<file path="src/rtl/reg_file_wr_arbiter_pkg.sv">
// Shared types and constants for the register-file write-port arbiter.
package reg_file_wr_arbiter_pkg;

    localparam int unsigned BurstCntW = 4;

    typedef enum logic [1:0] {
        StIdle   = 2'd0,
        StGrant0 = 2'd1,
        StGrant1 = 2'd2
    } arb_state_e;

endpackage

</file>
<file path="src/rtl/reg_file_wr_arbiter_rr_pick2.sv">
// Two-way round-robin picker: one-hot choice among valid requesters, tie goes to
// the requester that did not own the port last.
module reg_file_wr_arbiter_rr_pick2 (
    input  logic       valid0,
    input  logic       valid1,
    input  logic       last_owner,
    output logic [1:0] pick
);

    always_comb begin
        pick = 2'b00;
        if (valid0 && valid1) begin
            pick = last_owner ? 2'b01 : 2'b10;
        end else if (valid0) begin
            pick = 2'b01;
        end else if (valid1) begin
            pick = 2'b10;
        end
    end

endmodule

</file>
<file path="src/rtl/reg_file_wr_arbiter.sv">
// Round-robin owner of the register file's single write port, shared by two
// valid/ready requesters with a bounded burst per ownership.
module reg_file_wr_arbiter
    import reg_file_wr_arbiter_pkg::*;
#(
    parameter int unsigned ADDR_W    = 1,
    parameter int unsigned DATA_W    = 1,
    parameter int unsigned MAX_BURST = 4
) (
    input  logic              clock,
    input  logic              reset,
    input  logic              req0_valid,
    input  logic [ADDR_W-1:0] req0_addr,
    input  logic [DATA_W-1:0] req0_data,
    output logic              req0_ready,
    input  logic              req1_valid,
    input  logic [ADDR_W-1:0] req1_addr,
    input  logic [DATA_W-1:0] req1_data,
    output logic              req1_ready,
    output logic              wen_out,
    output logic [ADDR_W-1:0] waddr_out,
    output logic [DATA_W-1:0] wdata_out,
    output logic [1:0]        owner_out
);

    localparam logic [BurstCntW-1:0] BurstLimit = BurstCntW'(MAX_BURST);

    arb_state_e           state_q;
    logic                 last_owner_q;
    logic [BurstCntW-1:0] burst_cnt_q;
    logic [BurstCntW-1:0] burst_inc;
    logic [1:0]           pick;

    // Current owner's request and the contender, folded so both grant states share one path.
    logic              own_is1;
    logic              own_valid;
    logic [ADDR_W-1:0] own_addr;
    logic [DATA_W-1:0] own_data;
    logic              other_valid;
    arb_state_e        other_state;
    logic              other_id;

    reg_file_wr_arbiter_rr_pick2 u_pick (
        .valid0     (req0_valid),
        .valid1     (req1_valid),
        .last_owner (last_owner_q),
        .pick       (pick)
    );

    always_comb begin
        own_is1     = (state_q == StGrant1);
        own_valid   = own_is1 ? req1_valid : req0_valid;
        own_addr    = own_is1 ? req1_addr  : req0_addr;
        own_data    = own_is1 ? req1_data  : req0_data;
        other_valid = own_is1 ? req0_valid : req1_valid;
        other_state = own_is1 ? StGrant0   : StGrant1;
        other_id    = ~own_is1;
        burst_inc   = burst_cnt_q + 4'd1;
    end

    always_ff @(posedge clock or posedge reset) begin
        if (reset) begin
            state_q      <= StIdle;
            last_owner_q <= 1'b1;
            burst_cnt_q  <= '0;
            wen_out      <= 1'b0;
            waddr_out    <= '0;
            wdata_out    <= '0;
        end else begin
            wen_out <= 1'b0;
            case (state_q)
                StIdle: begin
                    burst_cnt_q <= '0;
                    if (pick[0]) begin
                        state_q      <= StGrant0;
                        last_owner_q <= 1'b0;
                    end else if (pick[1]) begin
                        state_q      <= StGrant1;
                        last_owner_q <= 1'b1;
                    end
                end
                StGrant0, StGrant1: begin
                    if (own_valid) begin
                        wen_out   <= 1'b1;
                        waddr_out <= own_addr;
                        wdata_out <= own_data;
                        if (burst_inc == BurstLimit) begin
                            burst_cnt_q <= '0;
                            if (other_valid) begin
                                state_q      <= other_state;
                                last_owner_q <= other_id;
                            end
                        end else begin
                            burst_cnt_q <= burst_inc;
                        end
                    end else begin
                        burst_cnt_q <= '0;
                        if (other_valid) begin
                            state_q      <= other_state;
                            last_owner_q <= other_id;
                        end else begin
                            state_q <= StIdle;
                        end
                    end
                end
                default: state_q <= StIdle;
            endcase
        end
    end

    assign req0_ready = (state_q == StGrant0);
    assign req1_ready = (state_q == StGrant1);
    assign owner_out  = {req1_ready, req0_ready};

endmodule

</file>
<file path="config.mk">
export PLATFORM = sky130hd
export DESIGN_NAME = reg_file_wr_arbiter
export DESIGN_NICKNAME = d
export VERILOG_FILES = /design/src/rtl/reg_file_wr_arbiter_pkg.sv /design/src/rtl/reg_file_wr_arbiter_rr_pick2.sv /design/src/rtl/reg_file_wr_arbiter.sv
export SDC_FILE = /design/constraint.sdc
export NUM_CORES = 1
export LEC_CHECK = 0
export ABC_AREA = 1
export BUFFER_PORTS_ARGS = -buffer_cell sky130_fd_sc_hd__buf_2
export CORE_MARGIN = 1
export CORE_UTILIZATION = 40
export DETAILED_ROUTE_END_ITERATION = 10
export HOLD_SLACK_MARGIN = 0.1
export PLACE_DENSITY = 0.59
export SYNTH_ARGS = -nofsm -noshare
export SYNTH_HDL_FRONTEND = slang
export SYNTH_SLANG_ARGS = --single-unit
</file>
<file path="constraint.sdc">
create_clock -name clock -period 1.8 [get_ports clock]
set_input_delay 0 -clock clock [delete_from_list [all_inputs] [get_ports clock]]
set_output_delay 0 -clock clock [all_outputs]
set_load 0.02 [all_outputs]
</file>
# --- Word-level counts from Yosys, hierarchy flattened ---
# Index checks and enable logic that the tools add are counted.
op_classes:
  n_addsub: 1
  multipliers: 0
  div_mod_pow: 0
  n_lt_le_gt_ge: 0
  eq_ne: 6
  n_shift: 0
  n_mux: 27
  bitwise_logic: 1
  n_reduce_logical: 7
ops:
  columns: ["operator", "count"]
  rows:
  - ["$mux W2", 11]
  - ["$mux W1", 11]
  - ["$ne A3 B3 Y1 const B", 3]
  - ["$mux W4", 2]
  - ["$pmux W4 S2", 1]
  - ["$reduce_and A3 Y1", 2]
  - ["$add A4 B1 Y4 const B", 1]
  - ["$eq A4 B3 Y1 const B", 1]
  - ["$pmux W2 S2", 1]
  - ["$eq A2 B1 Y1 const B", 1]
  - ["$eq A2 B2 Y1 const B", 1]
  - ["$logic_not A2 Y1", 1]
  - ["$pmux W1 S2", 1]
  - ["$reduce_and A2 Y1", 1]
  - ["$reduce_bool A2 Y1", 1]
  - ["$reduce_or A2 Y1", 1]
  - ["$logic_and A1 B1 Y1", 1]
  - ["$not A1 Y1", 1]
word_totals:
  regBits: 10
  latch_bits: 0
  mem_bits_rw: 0
  romBits: 0
  in_bits: 8
  output_inout_bits: 7
  mem_count: 0

# --- Longest topological paths before layout ---
depth:
  depth_word: 6
  ltp_mapped: 11
  mapped_depth_nobuf: 11

# --- By module ---
# From an unflattened synthesis, not the netlist that was laid out.
hier_totals:
  cells_unflattened: 97
  hier_area_um2: 713.2
by_module_without_submodules:
  columns: ["mod", "n_inst", "cells_each", "area_per_inst_um2"]
  rows:
  - ["reg_file_wr_arbiter", 1, 92, 691.9]
  - ["reg_file_wr_arbiter_rr_pick2", 1, 5, 21.3]

# --- Least setup slack after synthesis ---
# Ideal clock, no wire load.
synth_path:
  path_type: "register -> register"
  start: "register state_q[0]"
  end: "register state_q[1]"
  setup_time_ns: 0.119
  t_arrival_ns: 1.433
  required_time_ns: 1.681
  slack_ns: 0.249
  stages_incl_launch_ff: 12
  path_buffers: 0
  period_less_slack_ns: 1.551
  cell_sequence: "dfrtp_1 > inv_1 > ha_1 > inv_2 > nand2_2 > inv_2 > nand2_4 > nand2_4 > nand2_2 > nand3_2 > nand2_1 > nand2_1"
synth_between:
  elab_chain_len: 6
  elab_cells_between_ends: 16
  cone_classes: "eq/ne (5); mux (8); reduce/logical (3)"
synth_lines:
  columns: ["item", "line", "rtl"]
  rows:
  - ["start: declaration", "reg_file_wr_arbiter.sv:28", "arb_state_e state_q;"]
  - ["start signal: assignment", "reg_file_wr_arbiter.sv:63", "state_q <= StIdle;"]
  - ["start signal: assignment", "reg_file_wr_arbiter.sv:75", "state_q <= StGrant0;"]
  - ["start signal: assignment", "reg_file_wr_arbiter.sv:78", "state_q <= StGrant1;"]
  - ["$eq A2 B2 Y1 *", null, null]
  - ["via req1_ready", "reg_file_wr_arbiter.sv:19", "output logic req1_ready,"]
  - ["$mux W2", "reg_file_wr_arbiter.sv:56", "other_state = own_is1 ? StGrant0 : StGrant1;"]
  - ["$mux W2", "reg_file_wr_arbiter.sv:89", "if (other_valid) begin"]
  - ["$mux W2", "reg_file_wr_arbiter.sv:87", "if (burst_inc == BurstLimit) begin"]
  - ["$mux W2", "reg_file_wr_arbiter.sv:83", "if (own_valid) begin"]
  - ["$pmux W2 S2", "reg_file_wr_arbiter.sv:71", "case (state_q)"]
# Mark *: on every way through the listed nets, which the timed path passes. The rest lies on a longest branch. The select of a mux whose other input is x is not followed.
# A chain may end at the register's enable or synchronous reset.

# --- Worst setup path after layout ---
layout_path:
  start: "register state_q[0]"
  end: "register state_q[1]"
layout_between:
  elab_chain_len: 6
  elab_cells_between_ends: 16
  cone_classes: "eq/ne (5); mux (8); reduce/logical (3)"
layout_lines:
  columns: ["item", "line"]
  rows:
  - ["$eq A2 B2 Y1", "reg_file_wr_arbiter.sv:51, reg_file_wr_arbiter.sv:71"]
  - ["$mux W2", "reg_file_wr_arbiter.sv:56"]
  - ["$mux W2", "reg_file_wr_arbiter.sv:89"]
  - ["$mux W2", "reg_file_wr_arbiter.sv:87"]
  - ["$mux W2", "reg_file_wr_arbiter.sv:83"]
  - ["$pmux W2 S2", "reg_file_wr_arbiter.sv:71"]
# Parallel ways exist; a longest one is shown, timed or not. The select of a mux whose other input is x is not followed.

==> key figures <==
Synthesis
  • Most frequent cell after synthesis: nand2_1
  • Top_reg_cell synth: dfrtp_1
  • Post-synth EDFFs: 0
  • Async set-reset flop share out of synthesis: 1.00
  • Synth unique cells: 20
  • Yosys reg bits: 10
  • Area contributors post-synth: dfrtp_1 (32%), nand2_1 (17%), ha_1 (11%)
  • Syn avg cell area: ~7.4 µm²
  • Seq/Total Area, Yosys: 0.353
  • Cell area after synthesis: 712 µm²
  • YS warnings: 0
  • Syn_nets: 110
  • Synth Instances: 96
  • Synth top area share: 0.316
  • Commonest cells post-synth: nand2_1 (32), inv_1 (12), dfrtp_1 (9), ha_1 (6), nand3_1 (6)
  • Synth area leader: dfrtp_1

Setup path
  • Critical path launch point type: register
  • Worst EP required: between 1.5 and 2 ns
  • WP data arrival: approximately 1.8 ns
  • Crit. End Element: register
  • CP max FO: 7
  • Critical path class: reg -> reg

Pwr
  • Clock Power Share: 0.115
  • Leakage: 0.486 nW
  • Register share of total power: 0.277
  • Comb power frac: 0.608
  • Sw Share: 0.490
  • Net Sw Power: 687 µW
  • Pwr Density: ~1600 mW/mm²
  • Peak VDD IR: between 0.0008 and 0.0009 V
  • Internal power: 714 µW
  • Final Total Pwr: about 1.4 mW

Layout
  • Nets: around 130
  • Post-route insts no fill: about 140
  • Fraction of layout cells with a size suffix above 1: 0.244
  • ANT cells: 0
  • Layout Area Growth over Synthesis: 24.1%

Global route
  • Global Route Usage Sum: 0.166
  • First-pass GRT wire length: 2.36 mm
  • Total gr overflow: 0
  • Vias in the first global route: 570
  • Largest net degree at the start of global routing: 11
  • Initial antenna violation count: 0

Drt
  • DRT antenna net count: 0
  • WL final: 1.41 mm
  • Drt wl/cell: 10.4 µm
  • DRC violations left: 0
  • Drt first pass iters: 6
  • Routed vias/inst: 4.90
  • Vias post-DR: 661
  • DRT iter0 DRCs: 27

STA
  • Final Setup Violations: 0
  • Fin crit period: 1.61 ns
  • Setup TNS: 0 ns
  • Slew HR: 0.736
  • Worst slew pin tran: 0.396 ns
  • Worst Skew: 0.00127 ns
  • Pins over their slew limit: 0
  • Final Hold Viols: 0
  • RSZ-0062 raised after global routing: no
  • Max Freq: 622 MHz
  • Tcrit/Tclk final: 0.893

Clocking
  • Num CTS Buffers: 3
  • CTS tree: done
  • CTS Sinks: 10
  • Reg clk slew, reported paths: 0.06 ns
  • H-tree depth: 1
  • Longest Clk Path Bufs: 2
  • Post-CTS Repair Setup Buffers: 0
  • Clock Latency Late Sink: around 0.26 ns
  • CTS root buffer: clkbuf_4
  • Post-CTS sizing: 0

Floorplanning
  • Core area: 0.00158 mm²
  • Horiz. Die Dim: 44.2 µm
  • Die ar.: 0.00195 mm²
  • Initial core utilization: 0.452
  • Io pins: 15
  • Die Y: 44.2 µm
  • Core Rows: 14

Place
  • Port Buffer Count: 14
  • GP Congestion: between 0.9 and 1
  • Dpl cells: 124
  • Hpwl dp: 1.07 mm

Min path
  • Worst hold path type: in -> async

Status
  • Run status: complete, no violations

Flow run
  • Max cap viols: 0
-- registers in the layout (all words and copies together) (netlist names) --
name          flops
state_q           2
wen_out           1
wdata_out         1
waddr_out         1
burst_cnt_q       4
last_owner_q      1
-- through the flow --
stage	hold slack (ns)	area, µm²	setup WS [ns]	utilization
6_report	0.256	883	0.192	0.560
3_3_place_gp	0.00760	787	0.211	0.499
5_1_grt	0.292	883	0.0360	0.560
3_5_place_dp	0.00711	787	0.213	0.499
2_1_floorplan	-0.161	712	0.249	-
4_1_cts	0.270	883	0.195	0.560
-- critical path: stages (launching register included) --
cell and delay (ns):
dfrtp_1 0.39, inv_1 0.08, ha_1 0.35, nand2_1 0.09, clkinv_1 0.11, nand2_4 0.10, nand2_4 0.08, nand2_2 0.10
nand3_2 0.09, nand2_1 0.07, nand2_1 0.05
-- layout by cell type (no fill, tap or decap), types with 4 or more instances in the layout --
cell type / instances
nand2_1: 32
buf_2: 14
inv_1: 12
dfrtp_1: 9
dlygate4sd3_1: 7
nand3_1: 6
ha_1: 6
nand2_4: 4
nand4_1: 4
nor2_1: 4
-- power groups by stage --
| stage | combinational, mW | sequential, mW | clock [mW] |
|---|---|---|---|
| 6_report | 0.851 | 0.388 | 0.162 |
| 5_1_grt | 0.962 | 0.403 | 0.183 |
| 4_1_cts | 0.850 | 0.388 | 0.168 |
| 3_5_place_dp | 0.834 | 0.393 | 0 |
| 3_3_place_gp | 0.846 | 0.391 | 0 |
| 2_1_floorplan | 0.649 | 0.418 | 0 |
-- path summary, 6_finish.rpt --
| kind | startpoint | endpoint | slack, ns | cells after the start |
|---|---|---|---|---|
| min in group clock | last_owner_q | last_owner_q | 0.47 | 2 |
| setup / recovery | state_q[0] | state_q[1] | 0.19 | 10 |
| setup reg to reg | state_q[0] | state_q[1] | 0.19 | 10 |
| hold reg to reg | last_owner_q | last_owner_q | 0.47 | 2 |
| max in group asynchronous | reset | last_owner_q | 1.23 | 3 |
| hold / removal | reset | waddr_out | 0.26 | 3 |
-- what timing repair did --
action,in CTS,in global routing
hold endpoints to repair,13,0
hold buffers,7,0
endpoints found under the setup margin,0,0
-- routing by layer --
metal / vias to the layer above / part of all wire / global-route usage
met5: - / 0 / 0
li1: 348 / - / -
met4: 0 / 0.0043 / 0.0182
met2: 19 / 0.45 / 0.276
met3: 2 / 0.050 / 0.0735
met1: 292 / 0.49 / 0.205
-- kinds of logic after synthesis --
kind of cell,share of synthesized area
simple gates,0.362
buf+inv,0.105
flops,0.353
compound gates,0.0738
fa+ha+maj,0.105
-- area by class of cell --
cell class                 count  area (µm²)
fill                         143         693
tap                           16        20.0
sequential                    10         251
inverter                      16        60.1
clock buffer                   4        26.3
timing repair buffer          21         140
multi-input combinational     68         385
(Power assumes the default switching activity.)
